==> src/rtl/morse_pkg.sv <==
// ============================================================================
// Module : morse_pkg
// Brief  : Shared tap encodings, sequencer state type and box geometry.
// Rev    : 1.0
// ============================================================================
`default_nettype none

package morse_pkg;

  // These encodings are shared with the draw block.
  localparam logic [1:0] TAP_NONE = 2'd0;
  localparam logic [1:0] TAP_DASH = 2'd1;
  localparam logic [1:0] TAP_DOT  = 2'd2;

  localparam logic [9:0] BOX_PITCH = 10'd25;

  typedef enum logic [1:0] {
    ST_IDLE   = 2'd0,
    ST_PRESS  = 2'd1,
    ST_GAP    = 2'd2,
    ST_COMMIT = 2'd3
  } state_e;

endpackage

`default_nettype wire

==> src/rtl/morse_debounce.sv <==
// ============================================================================
// Module : morse_debounce
// Brief  : Two-flop synchronizer followed by a stable-count debouncer.
// Rev    : 1.0
// ============================================================================
`default_nettype none

module morse_debounce #(
  parameter logic [15:0] DEB_CYC = 16'd50000
) (
  input  logic clk,
  input  logic rst,
  input  logic key_in,
  output logic key_db
);

  logic        sync1_q, sync2_q;
  logic        level_q, level_d;
  logic [15:0] cnt_q, cnt_d;

  always_ff @(posedge clk or posedge rst) begin
    if (rst) begin
      sync1_q <= 1'b0;
      sync2_q <= 1'b0;
      level_q <= 1'b0;
      cnt_q   <= '0;
    end else begin
      sync1_q <= key_in;
      sync2_q <= sync1_q;
      level_q <= level_d;
      cnt_q   <= cnt_d;
    end
  end

  // A new level is taken only after DEB_CYC consecutive differing samples.
  always_comb begin
    level_d = level_q;
    cnt_d   = '0;
    if (sync2_q != level_q) begin
      if (cnt_q == DEB_CYC - 16'd1) begin
        level_d = sync2_q;
      end else begin
        cnt_d = cnt_q + 16'd1;
      end
    end
  end

  assign key_db = level_q;

endmodule

`default_nettype wire

==> src/rtl/morse_tap_sequencer.sv <==
// ============================================================================
// Module : morse_tap_sequencer
// Brief  : Key timing to dot/dash letters, with raster-driven box/tap output.
// Rev    : 1.0
// ============================================================================
`default_nettype none

module morse_tap_sequencer
  import morse_pkg::*;
#(
  parameter logic [15:0] DEB_CYC = 16'd50000,
  parameter logic [23:0] DOT_MAX = 24'd2500000,
  parameter logic [23:0] GAP_CYC = 24'd7500000,
  parameter int unsigned MAX_SYM = 6,
  parameter logic [9:0]  BOX_X0  = 10'd20
) (
  input  logic       clk,
  input  logic       rst,
  input  logic       key_in,
  input  logic       clear,
  input  logic [9:0] x,
  output logic [9:0] box_x,
  output logic [1:0] tap,
  output logic       letter_valid,
  input  logic       letter_ready,
  output logic [5:0] letter_code,
  output logic [2:0] letter_len,
  output logic       overflow
);

  localparam logic [2:0] C_MAX = 3'(MAX_SYM);

  logic        key_db;
  state_e      state_q, state_d;
  logic [23:0] press_q, press_d;
  logic [23:0] gap_q, gap_d;
  logic [2:0]  cnt_q, cnt_d;
  logic [5:0]  code_q, code_d;
  logic        ovf_q, ovf_d;
  logic [9:0]  box_x_q, box_x_d;
  logic [1:0]  tap_q, tap_d;
  logic        w_is_dash;

  morse_debounce #(
    .DEB_CYC (DEB_CYC)
  ) u_debounce (
    .clk    (clk),
    .rst    (rst),
    .key_in (key_in),
    .key_db (key_db)
  );

  always_ff @(posedge clk or posedge rst) begin
    if (rst) begin
      state_q <= ST_IDLE;
      press_q <= '0;
      gap_q   <= '0;
      cnt_q   <= '0;
      code_q  <= '0;
      ovf_q   <= 1'b0;
      box_x_q <= BOX_X0;
      tap_q   <= TAP_NONE;
    end else begin
      state_q <= state_d;
      press_q <= press_d;
      gap_q   <= gap_d;
      cnt_q   <= cnt_d;
      code_q  <= code_d;
      ovf_q   <= ovf_d;
      box_x_q <= box_x_d;
      tap_q   <= tap_d;
    end
  end

  assign w_is_dash = (press_q > DOT_MAX);

  always_comb begin
    state_d = state_q;
    press_d = press_q;
    gap_d   = gap_q;
    cnt_d   = cnt_q;
    code_d  = code_q;
    ovf_d   = ovf_q;
    case (state_q)
      ST_IDLE: begin
        if (key_db) begin
          state_d = ST_PRESS;
          press_d = '0;
        end
      end
      ST_PRESS: begin
        if (press_q != '1) press_d = press_q + 24'd1;
        if (!key_db) begin
          state_d = ST_GAP;
          gap_d   = '0;
          if (cnt_q == C_MAX) begin
            ovf_d = 1'b1;
          end else begin
            for (int i = 0; i < 6; i++) begin
              if (cnt_q == 3'(i)) code_d[i] = w_is_dash;
            end
            cnt_d = cnt_q + 3'd1;
          end
        end
      end
      ST_GAP: begin
        gap_d = gap_q + 24'd1;
        if (key_db) begin
          state_d = ST_PRESS;
          press_d = '0;
        end else if (gap_q == GAP_CYC - 24'd1) begin
          state_d = ST_COMMIT;
        end
      end
      ST_COMMIT: begin
        // The key is deliberately ignored here; a held key restarts timing from IDLE.
        if (letter_ready) begin
          state_d = ST_IDLE;
          cnt_d   = '0;
          code_d  = '0;
        end
      end
      default: state_d = ST_IDLE;
    endcase
    if (clear) begin
      state_d = ST_IDLE;
      cnt_d   = '0;
      code_d  = '0;
      ovf_d   = 1'b0;
    end
  end

  logic [MAX_SYM-1:0] w_in_box;
  logic [9:0]         w_box_lo  [MAX_SYM];
  logic [1:0]         w_box_tap [MAX_SYM];

  for (genvar g = 0; g < MAX_SYM; g++) begin : g_box
    localparam logic [9:0] LO = BOX_X0 + 10'(g) * BOX_PITCH;
    localparam logic [9:0] HI = LO + BOX_PITCH;
    assign w_box_lo[g]  = LO;
    assign w_in_box[g]  = (x >= LO) && (x < HI);
    assign w_box_tap[g] = (3'(g) < cnt_q) ? (code_q[g] ? TAP_DASH : TAP_DOT) : TAP_NONE;
  end

  // Boxes are disjoint, so at most one comparator hits.
  always_comb begin
    box_x_d = BOX_X0;
    tap_d   = TAP_NONE;
    for (int i = 0; i < MAX_SYM; i++) begin
      if (w_in_box[i]) begin
        box_x_d = w_box_lo[i];
        tap_d   = w_box_tap[i];
      end
    end
  end

  assign box_x        = box_x_q;
  assign tap          = tap_q;
  assign letter_valid = (state_q == ST_COMMIT);
  assign letter_code  = code_q;
  assign letter_len   = cnt_q;
  assign overflow     = ovf_q;

endmodule

`default_nettype wire

==> config.mk <==
export PLATFORM = sky130hd
export DESIGN_NAME = morse_tap_sequencer
export DESIGN_NICKNAME = d
export VERILOG_FILES = /design/src/rtl/morse_pkg.sv /design/src/rtl/morse_debounce.sv /design/src/rtl/morse_tap_sequencer.sv
export SDC_FILE = /design/constraint.sdc
export NUM_CORES = 1
export LEC_CHECK = 0
export CAP_MARGIN = 20
export CELL_PAD_IN_SITES_DETAIL_PLACEMENT = 2
export CELL_PAD_IN_SITES_GLOBAL_PLACEMENT = 2
export CORE_MARGIN = 3
export CORE_UTILIZATION = 40
export CTS_CLUSTER_DIAMETER = 50
export CTS_CLUSTER_SIZE = 25
export DETAILED_ROUTE_END_ITERATION = 7
export PLACE_DENSITY_LB_ADDON = 0.15
export RECOVER_POWER = 100
export SETUP_SLACK_MARGIN = 0.05
export SLEW_MARGIN = 20
export SYNTH_ARGS = -nofsm -noshare
export SYNTH_HDL_FRONTEND = slang
export SYNTH_SLANG_ARGS = --single-unit
==> constraint.sdc <==
create_clock -name clk -period 8.8 [get_ports clk]
set_input_delay 2.64 -clock clk [delete_from_list [all_inputs] [get_ports clk]]
set_output_delay 2.64 -clock clk [all_outputs]
set_load 0.005 [all_outputs]
; ---- Word level (Yosys, flattened, before mapping)
; Index checks and enable logic that the tools add are counted.
[op_classes]
n_addsub = 4
magnitude_cmp = 19
n_eq_ne = 28
muxes = 57
reduce_logical = 26
[ops]
columns = operator, n
row1 = 24-bit one-hot mux with 2 select lines, 2
row2 = 24-bit two-way mux, 3
row3 = 24-bit by 1-bit adder with 24-bit output (second input constant), 2
row4 = 2-bit two-way mux, 24
row5 = 10-bit two-way mux, 4
row6 = 16-bit two-way mux, 2
row7 = 10-bit by 7-bit >= comparator with 1-bit output (second input constant), 3
row8 = 10-bit by 7-bit < comparator with 1-bit output (second input constant), 3
row9 = 6-bit two-way mux, 5
row10 = 5-bit AND reduction, 6
row11 = 24-bit by 23-bit == test with 1-bit output (second input constant), 1
row12 = 24-bit by 22-bit greater-than comparator with 1-bit output (second input constant), 1
row13 = 24-bit inequality test (second input constant), 1
row14 = 3-bit inequality test (second input constant), 8
row15 = 10-bit by 8-bit < comparator with 1-bit output (second input constant), 2
row16 = 16-bit by 1-bit adder with 16-bit output (second input constant), 1
row17 = 16-bit == test (second input constant), 1
row18 = 3-bit two-way mux, 4
row19 = 6-bit one-hot mux with 2 select lines, 1
row20 = 10-bit by 5-bit >= comparator with 1-bit output (second input constant), 1
row21 = 10-bit by 6-bit >= comparator with 1-bit output (second input constant), 1
row22 = 10-bit by 8-bit >= comparator with 1-bit output (second input constant), 1
row23 = 10-bit by 6-bit < comparator with 1-bit output (second input constant), 1
row24 = 1-bit two-way mux, 10
row25 = other kinds (25), 46
[word_totals]
ff_bits = 91
output_inout_bits = 23

; ---- Depth between registers and ports, before layout
[depth]
ltp_word = 8
depth_mapped = 9
mapped_depth_nobuf = 7

; ---- Hierarchy
; A second synthesis with hierarchy kept.
[hier_totals]
hier_cells = 510
area_unflattened_um2 = 4852.2
[modules_own_cells]
columns = module, n_inst, cells_each, area_each_um2
row1 = morse_tap_sequencer, 1, 426, 3888.7
row2 = morse_debounce, 1, 84, 963.4

; ---- Least setup slack after synthesis
; Ideal clock, no wire load.
[synth_path]
kind = in2reg
start = in x[9]
end = reg tap_q[0] (netlist: tap[0])
arrival_time_ps = 3990
slack_ps = 4720
stages = 5
path_cell_list = nor3_1 > o2111ai_1 > or2_2 > o221a_2 > o221ai_1
[synth_between]
elab_chain_cells = 8
[synth_rtl]
columns = element, line_no
row1 = from (decl), morse_tap_sequencer.sv:21  ; input logic [9:0] x,
row2 = 10-bit by 5-bit >= comparator with 1-bit output or 10-bit by 6-bit < comparator with 1-bit output (tied branches), morse_tap_sequencer.sv:141  ; assign w_in_box[g] = (x >= LO) && (x < HI);
row3 = 1-bit logical AND, morse_tap_sequencer.sv:141
row4 = 2-bit two-way mux (5 in a row), morse_tap_sequencer.sv:150  ; if (w_in_box[i]) begin
row5 = 2-bit two-way mux (*), morse_tap_sequencer.sv:150
row6 = net tap_d[0], morse_tap_sequencer.sv:41  ; logic [1:0] tap_q, tap_d;
row7 = to (signal assigned), morse_tap_sequencer.sv:71  ; tap_q <= tap_d;
row8 = to (decl), morse_tap_sequencer.sv:41
; The timed path passes the listed nets; every way through them passes the cells marked *.
; A chain may end at the register's enable or synchronous reset.

; ---- Worst setup path after layout
[layout_path]
start = in x[8]
end = reg tap_q[1] (netlist: tap[1])
; The elaborated chain is that of the path after synthesis.

==> impl_metrics.env <==
export IMPL_status="finished with violations"
export IMPL_violations="max-capacitance violations, max-slew violations"
export IMPL_antenna_found_initial=0
export IMPL_start_util=0.416
export IMPL_drive_above_1_share=0.0735
export IMPL_first_pass_iters=4
export IMPL_cp_data_required_time_ns=9.06
export IMPL_ant_nets=0
export IMPL_crit_type="in -> reg"
export IMPL_die_h_um=116
export IMPL_syn_inst=508
export IMPL_synth_edf_count=0
export IMPL_skew_ns=0.00498
export IMPL_dp_cells=671
export IMPL_dpl_hpwl_um=9270
export IMPL_slew_violations=12
export IMPL_finalSetupViolCount=0
export IMPL_slew_headroom=-0.285
export IMPL_grt_overflow=0
export IMPL_area_growth_pct=14.5
export IMPL_rows=39
export IMPL_fin_cells=687
export IMPL_clk_pin_slew_ns=0.06
export IMPL_vias_per_cell=5.85
export IMPL_syn_mean_instance_area_um2=9.47
export IMPL_fin_crit_ns=4.65
export IMPL_cts_setup_buffers=0
export IMPL_power_leakage_uw=0.00241
export IMPL_fin_util=0.476
export IMPL_ctsHoldBuffers=0
export IMPL_wire_per_inst_um=19.1
export IMPL_yosys_area_top_type_share=0.453
export IMPL_cts_max_level=3
export IMPL_numCtsBuffers=9
export IMPL_synth_warnings=0
export IMPL_antennaDiodeCount=0
export IMPL_crit_fanout=7
export IMPL_fin_crit_sh=0.528
export IMPL_fillers=1250
export IMPL_clock_path_buffers=2
export IMPL_die_x_um=116
export IMPL_worst_slew_pin_slew_ns=1.90
export IMPL_clk_latency_ns=0.35
export IMPL_final_hold_viol_count=0
export IMPL_drcViolationCount=0
export IMPL_dr_total_vias=4016
export IMPL_hp_class="reg -> reg"
export IMPL_grt_pass1_vias=4360
export IMPL_hold_ws_ns=0.359
export IMPL_cp_arrival_ns=4.91
export IMPL_syn_area_um2=4810
export IMPL_synth_most_common_cell="dfrtp_1"
export IMPL_regArea_um2=2230
export IMPL_total_power_uw=823
export IMPL_root_buffer="clkbuf_16"
export IMPL_grt_max_degree=80
export IMPL_endpoint_kind="register"
export IMPL_gp_congestion=0.781
export IMPL_fmax_ghz=0.215
export IMPL_cts_tree="done"
export IMPL_ys_seq_elements=89
export IMPL_post_cts_resized=0
export IMPL_ys_top_cells_by_area="dfrtp_1 45%, nand2_1 4.3%, xnor2_1 4.2%"
export IMPL_netlist_cell_type_count=68
export IMPL_coreArea_um2=11600
export IMPL_synth_common_cells="87 x dfrtp_1, 55 x nand2_1, 52 x nor2_1, 28 x nand3_1, 23 x xnor2_1"
export IMPL_powerDensity_nw_per_um2=149
export IMPL_grt_total_usage=0.208
export IMPL_portBuffers=35
export IMPL_num_io_pins=38
export IMPL_grt_pass1_wl_um=22100
export IMPL_finalSetupTns_ns=0
export IMPL_rsz0062_at_grt="no"
export IMPL_synth_yosys_seq_area_share=0.463
export IMPL_drtIter0Drc=223
export IMPL_nets=562
export IMPL_totalWireLength_um=13100
export IMPL_cp_start_kind="primary input"
export IMPL_async_flop_share=1.00
export IMPL_drv_cap=1
export IMPL_synthFlopType="dfrtp_1"
export IMPL_clock_sinks=89
export IMPL_peakVddDrop_uv=80.4
export IMPL_dieArea_um2=13400
export IMPL_synth_top_cell_by_area="dfrtp_1"
export IMPL_multi_input_area_um2=2400
-- power by group --
part           switching, uW  total, uW  internal [uW]
registers               7.44        423            415
clock network            160        350            190
logic                   30.0       50.5           20.5
total                    198        823            626
-- layer usage --
metal | wire length (um) | part of all wire | vias up | global-route usage
met2 | 6630 | 0.51 | 29 | 0.357
met3 | 219 | 0.017 | 11 | 0.0282
met1 | 6060 | 0.46 | 2072 | 0.270
li1 | - | - | 1904 | -
met4 | 202 | 0.015 | 0 | 0.0750
met5 | 0 | 0 | - | 0
-- critical path: stages --
cell and delay [ns]:
dlygate4sd3_1 0.56, nor3_1 0.52, o2111ai_1 0.32, or2_2 0.40, o221a_2 0.29, o221ai_1 0.18
-- path summary, 6_finish.rpt --
kind	start	endpoint	slack, ns	cells past startpoint
setup / recovery	x[8]	tap[1]	4.15	6
hold / removal	u_debounce.sync1_q	u_debounce.sync2_q	0.36	0
setup reg to reg	press_q[10]	press_q[11]	5.48	5
hold reg to reg	u_debounce.sync1_q	u_debounce.sync2_q	0.36	0
max in group asynchronous	rst	u_debounce.cnt_q[4]	5.02	3
min in group asynchronous	rst	u_debounce.cnt_q[8]	2.75	2
-- kinds of logic (layout without fill, tap and decap cells) --
family,count (synthesis),after routing,synth area share
xor gates and xnor gates,28,28,0.0510
and+or+nand+nor,236,236,0.259
buffers and inverters,37,72,0.0359
muxes,18,18,0.0393
DFF,89,89,0.463
AOI/OAI and AO/OA,92,92,0.133
other,1,2,0.000779
adders and majority gates,7,7,0.0182
-- stage by stage --
stage	worst slack, ns	instance area, um2
after floorplan	3.86	4810
after global placement	4.04	5270
after detailed placement	3.66	5270
after CTS	4.03	5520
after global routing	3.93	5510
final	4.15	5510
-- placed cells by master, fill, tap and decap left out, drive strengths merged, types with 8 or more instances in the layout --
cell type | netlist | final
dfrtp | 87 | 87
nand2 | 55 | 55
nor2 | 52 | 52
nand3 | 29 | 29
dlygate4sd3 | 0 | 26
xnor2 | 23 | 23
a21oi | 20 | 20
o21ai | 18 | 18
inv | 19 | 18
nand4 | 17 | 17
and3 | 15 | 15
nor3 | 14 | 14
clkbuf | 9 | 13
mux2i | 11 | 11
o31ai | 9 | 9
clkdlybuf4s50 | 0 | 9
nor4 | 8 | 8
o211ai | 8 | 8
-- flip-flops by register name, summed over array words and instances, names as in the netlist, 2 cells and up --
signal and cells:
letter_code 6, press_q 24, tap 2, state_q 2
u_debounce.cnt_q 16, box_x 8, gap_q 24, letter_len 3
-- cell type report --
cell class | count | area share
sequential | 89 | 0.405
clock inverter | 3 | 0.00341
timing repair buffer | 38 | 0.0679
inverter | 19 | 0.0132
multi-input combinational | 383 | 0.436
clock buffer | 12 | 0.0429
tap | 143 | 0.0325
Note: power is estimated with default switching activity, not from simulation.
==> edit, RTL diff (same settings) <==
Change the parameter `MAX_SYM` from 6 to 5.
--- a/src/rtl/morse_tap_sequencer.sv
+++ b/src/rtl/morse_tap_sequencer.sv
@@ -13,3 +13,3 @@
   parameter logic [23:0] GAP_CYC = 24'd7500000,
-  parameter int unsigned MAX_SYM = 6,
+  parameter int unsigned MAX_SYM = 5,
   parameter logic [9:0]  BOX_X0  = 10'd20
Behaviour: not the same (a bounded check fails within 4 cycles, from zero or initial values and one cycle with rst high).
==> edit against the original RTL <==
The run still ends with max-capacitance violations, max-slew violations left; via count down 1.4%; routed wire length increased by 4.3%; design area down 1.4%; worst setup slack got worse by 0.052 ns; maximum frequency is 1.1% lower; die area is 1.1% lower; synthesized area fell by 1.2%; sequential cell count down 2; register-to-register slack worse by 0.49 ns; total power grew 9.2%; sequential share of layout area decreased by 0.35 points; core utilization down 0.46 points; sequential power decreased by 1%; final cell count down 1.9%; critical path type is now flip-flop to output port.
==> edit: results (changes against the original RTL) <==
set qor(placed_cell_area_um2) 5172 ;# was 5265 um2
set qor(ir_worst_vdd_uv) 128.7 ;# was 80.36 uV
set qor(yosys-top-cells-area) {dfrtp_1 (45%), nor2_1 (4.4%), xnor2_1 (3.7%)} ;# was dfrtp_1 (45%), nand2_1 (4.3%), xnor2_1 (4.2%)
set qor(total_leakage_power_nw) 2.361 ;# was 2.411 nW
set qor(critPathCapture) {letter_valid} ;# was tap[1]
set qor(timing_worst_slew_pin_value_ns) 1.969 ;# was 1.901 ns
set qor(grt_first_pass_wirelength_mm) 23.49 ;# was 22.10 mm
set qor(detailed_place_hpwl_mm) 9.368 ;# was 9.275 mm
set qor(layout-drive-gt1-share_pct) 5.650 ;# was 7.353%
set qor(nonClkBufAreaFrac_pct) 6.355 ;# was 6.789%
set qor(grt_util_met2_pct) 39.31 ;# was 35.69%
set qor(grt_usage_pct) 22.51 ;# was 20.81%
set qor(finalMaxSlewViolations) 64 ;# was 12
set qor(skew_ns) 0.008298 ;# was 0.004982 ns
set qor(via_count_of_the_first_global_routing_pass) 4452 ;# was 4360
set qor(setup.worst_path.start) {state_q[1]} ;# was x[8]
set qor(globalplace.congestion) 0.8097 ;# was 0.7811
set qor(outcome) {finished with violations} ;# unchanged
set qor(dpl_worst_slack_ns) 4.009 ;# was 3.662 ns
set qor(area_share_clock_buf_inv_pct) 6.033 ;# was 4.632%
set qor(n_multi_input_combinational_cell) 381 ;# was 383
set qor(area_taken_by_multi_input_logic_gates_um2) 2356 ;# was 2400 um2
set qor(power_density_nw_per_um2) 165.4 ;# was 149.4 nW/um2
set qor(finish.net_count) 549 ;# was 562
set qor(regToRegEndpoint) {press_q[23]} ;# was press_q[11]
set qor(synth-seq-cells) 87 ;# was 89
set qor(max_cap_violations) 3 ;# was 1
set qor(critical-path-max-stage-delay_ns) 0.66 ;# was 0.56 ns
set qor(syn_avg_cell_area_um2) 9.509 ;# was 9.470 um2
set qor(critPathSlowestCell) {dfrtp_1} ;# was dlygate4sd3_1
set qor(grtUsageMet3_pct) 5.158 ;# was 2.820%
set qor(num_vias) 3959 ;# was 4016
set qor(wl_met1_mm) 6.013 ;# was 6.059 mm
set qor(number_of_logic_inverters_in_the_finished_layout) 12 ;# was 19
set qor(clockBufferCount) 9 ;# was 12
set qor(detailedRoute.firstIterationViolations) 156 ;# was 223
set qor(cell_family_with_most_cp_delay) {flip-flops} ;# was simple AND/OR/NAND/NOR gates
set qor(violated_checks) {max-capacitance violations, max-slew violations} ;# unchanged
set qor(critical_path_peak_fanout) 17 ;# was 7
set qor(rr_startpoint) {press_q[9]} ;# was press_q[10]
set qor(detailroute.wirelength.met3_um) 255 ;# was 219 um
## edit: cell types whose count changed after synthesis, moves of 5 or more
cell | unedited run | this run
nand2_1 | 55 | 46
o21ai_0 | 18 | 25
nand3_1 | 28 | 34
o31ai_1 | 9 | 3
inv_1 | 19 | 12
a21oi_1 | 20 | 12
clkbuf_1 | 9 | 14
## edit: where the power goes
group | internal [mW] | switching (mW) | leakage (nW)
combinational | 0.0214 | 0.0320 | 1.01
sequential | 0.407 | 0.00954 | 1.19
clock | 0.252 | 0.176 | 0.157
## edit: logic make-up (layout without fill, tap and decap cells)
group | after synthesis | count (layout) | synth area share [%]
AO/OA/AOI/OAI | 82 | 82 | 12.32
XOR/XNOR | 29 | 29 | 5.342
buffers and inverters | 35 | 63 | 3.447
AND/OR/NAND/NOR | 238 | 238 | 26.47
flip-flops | 87 | 87 | 45.84
adder cells (fa/ha/maj) | 8 | 8 | 2.105
multiplexers | 20 | 20 | 4.395
other | 1 | 4 | 0.07887
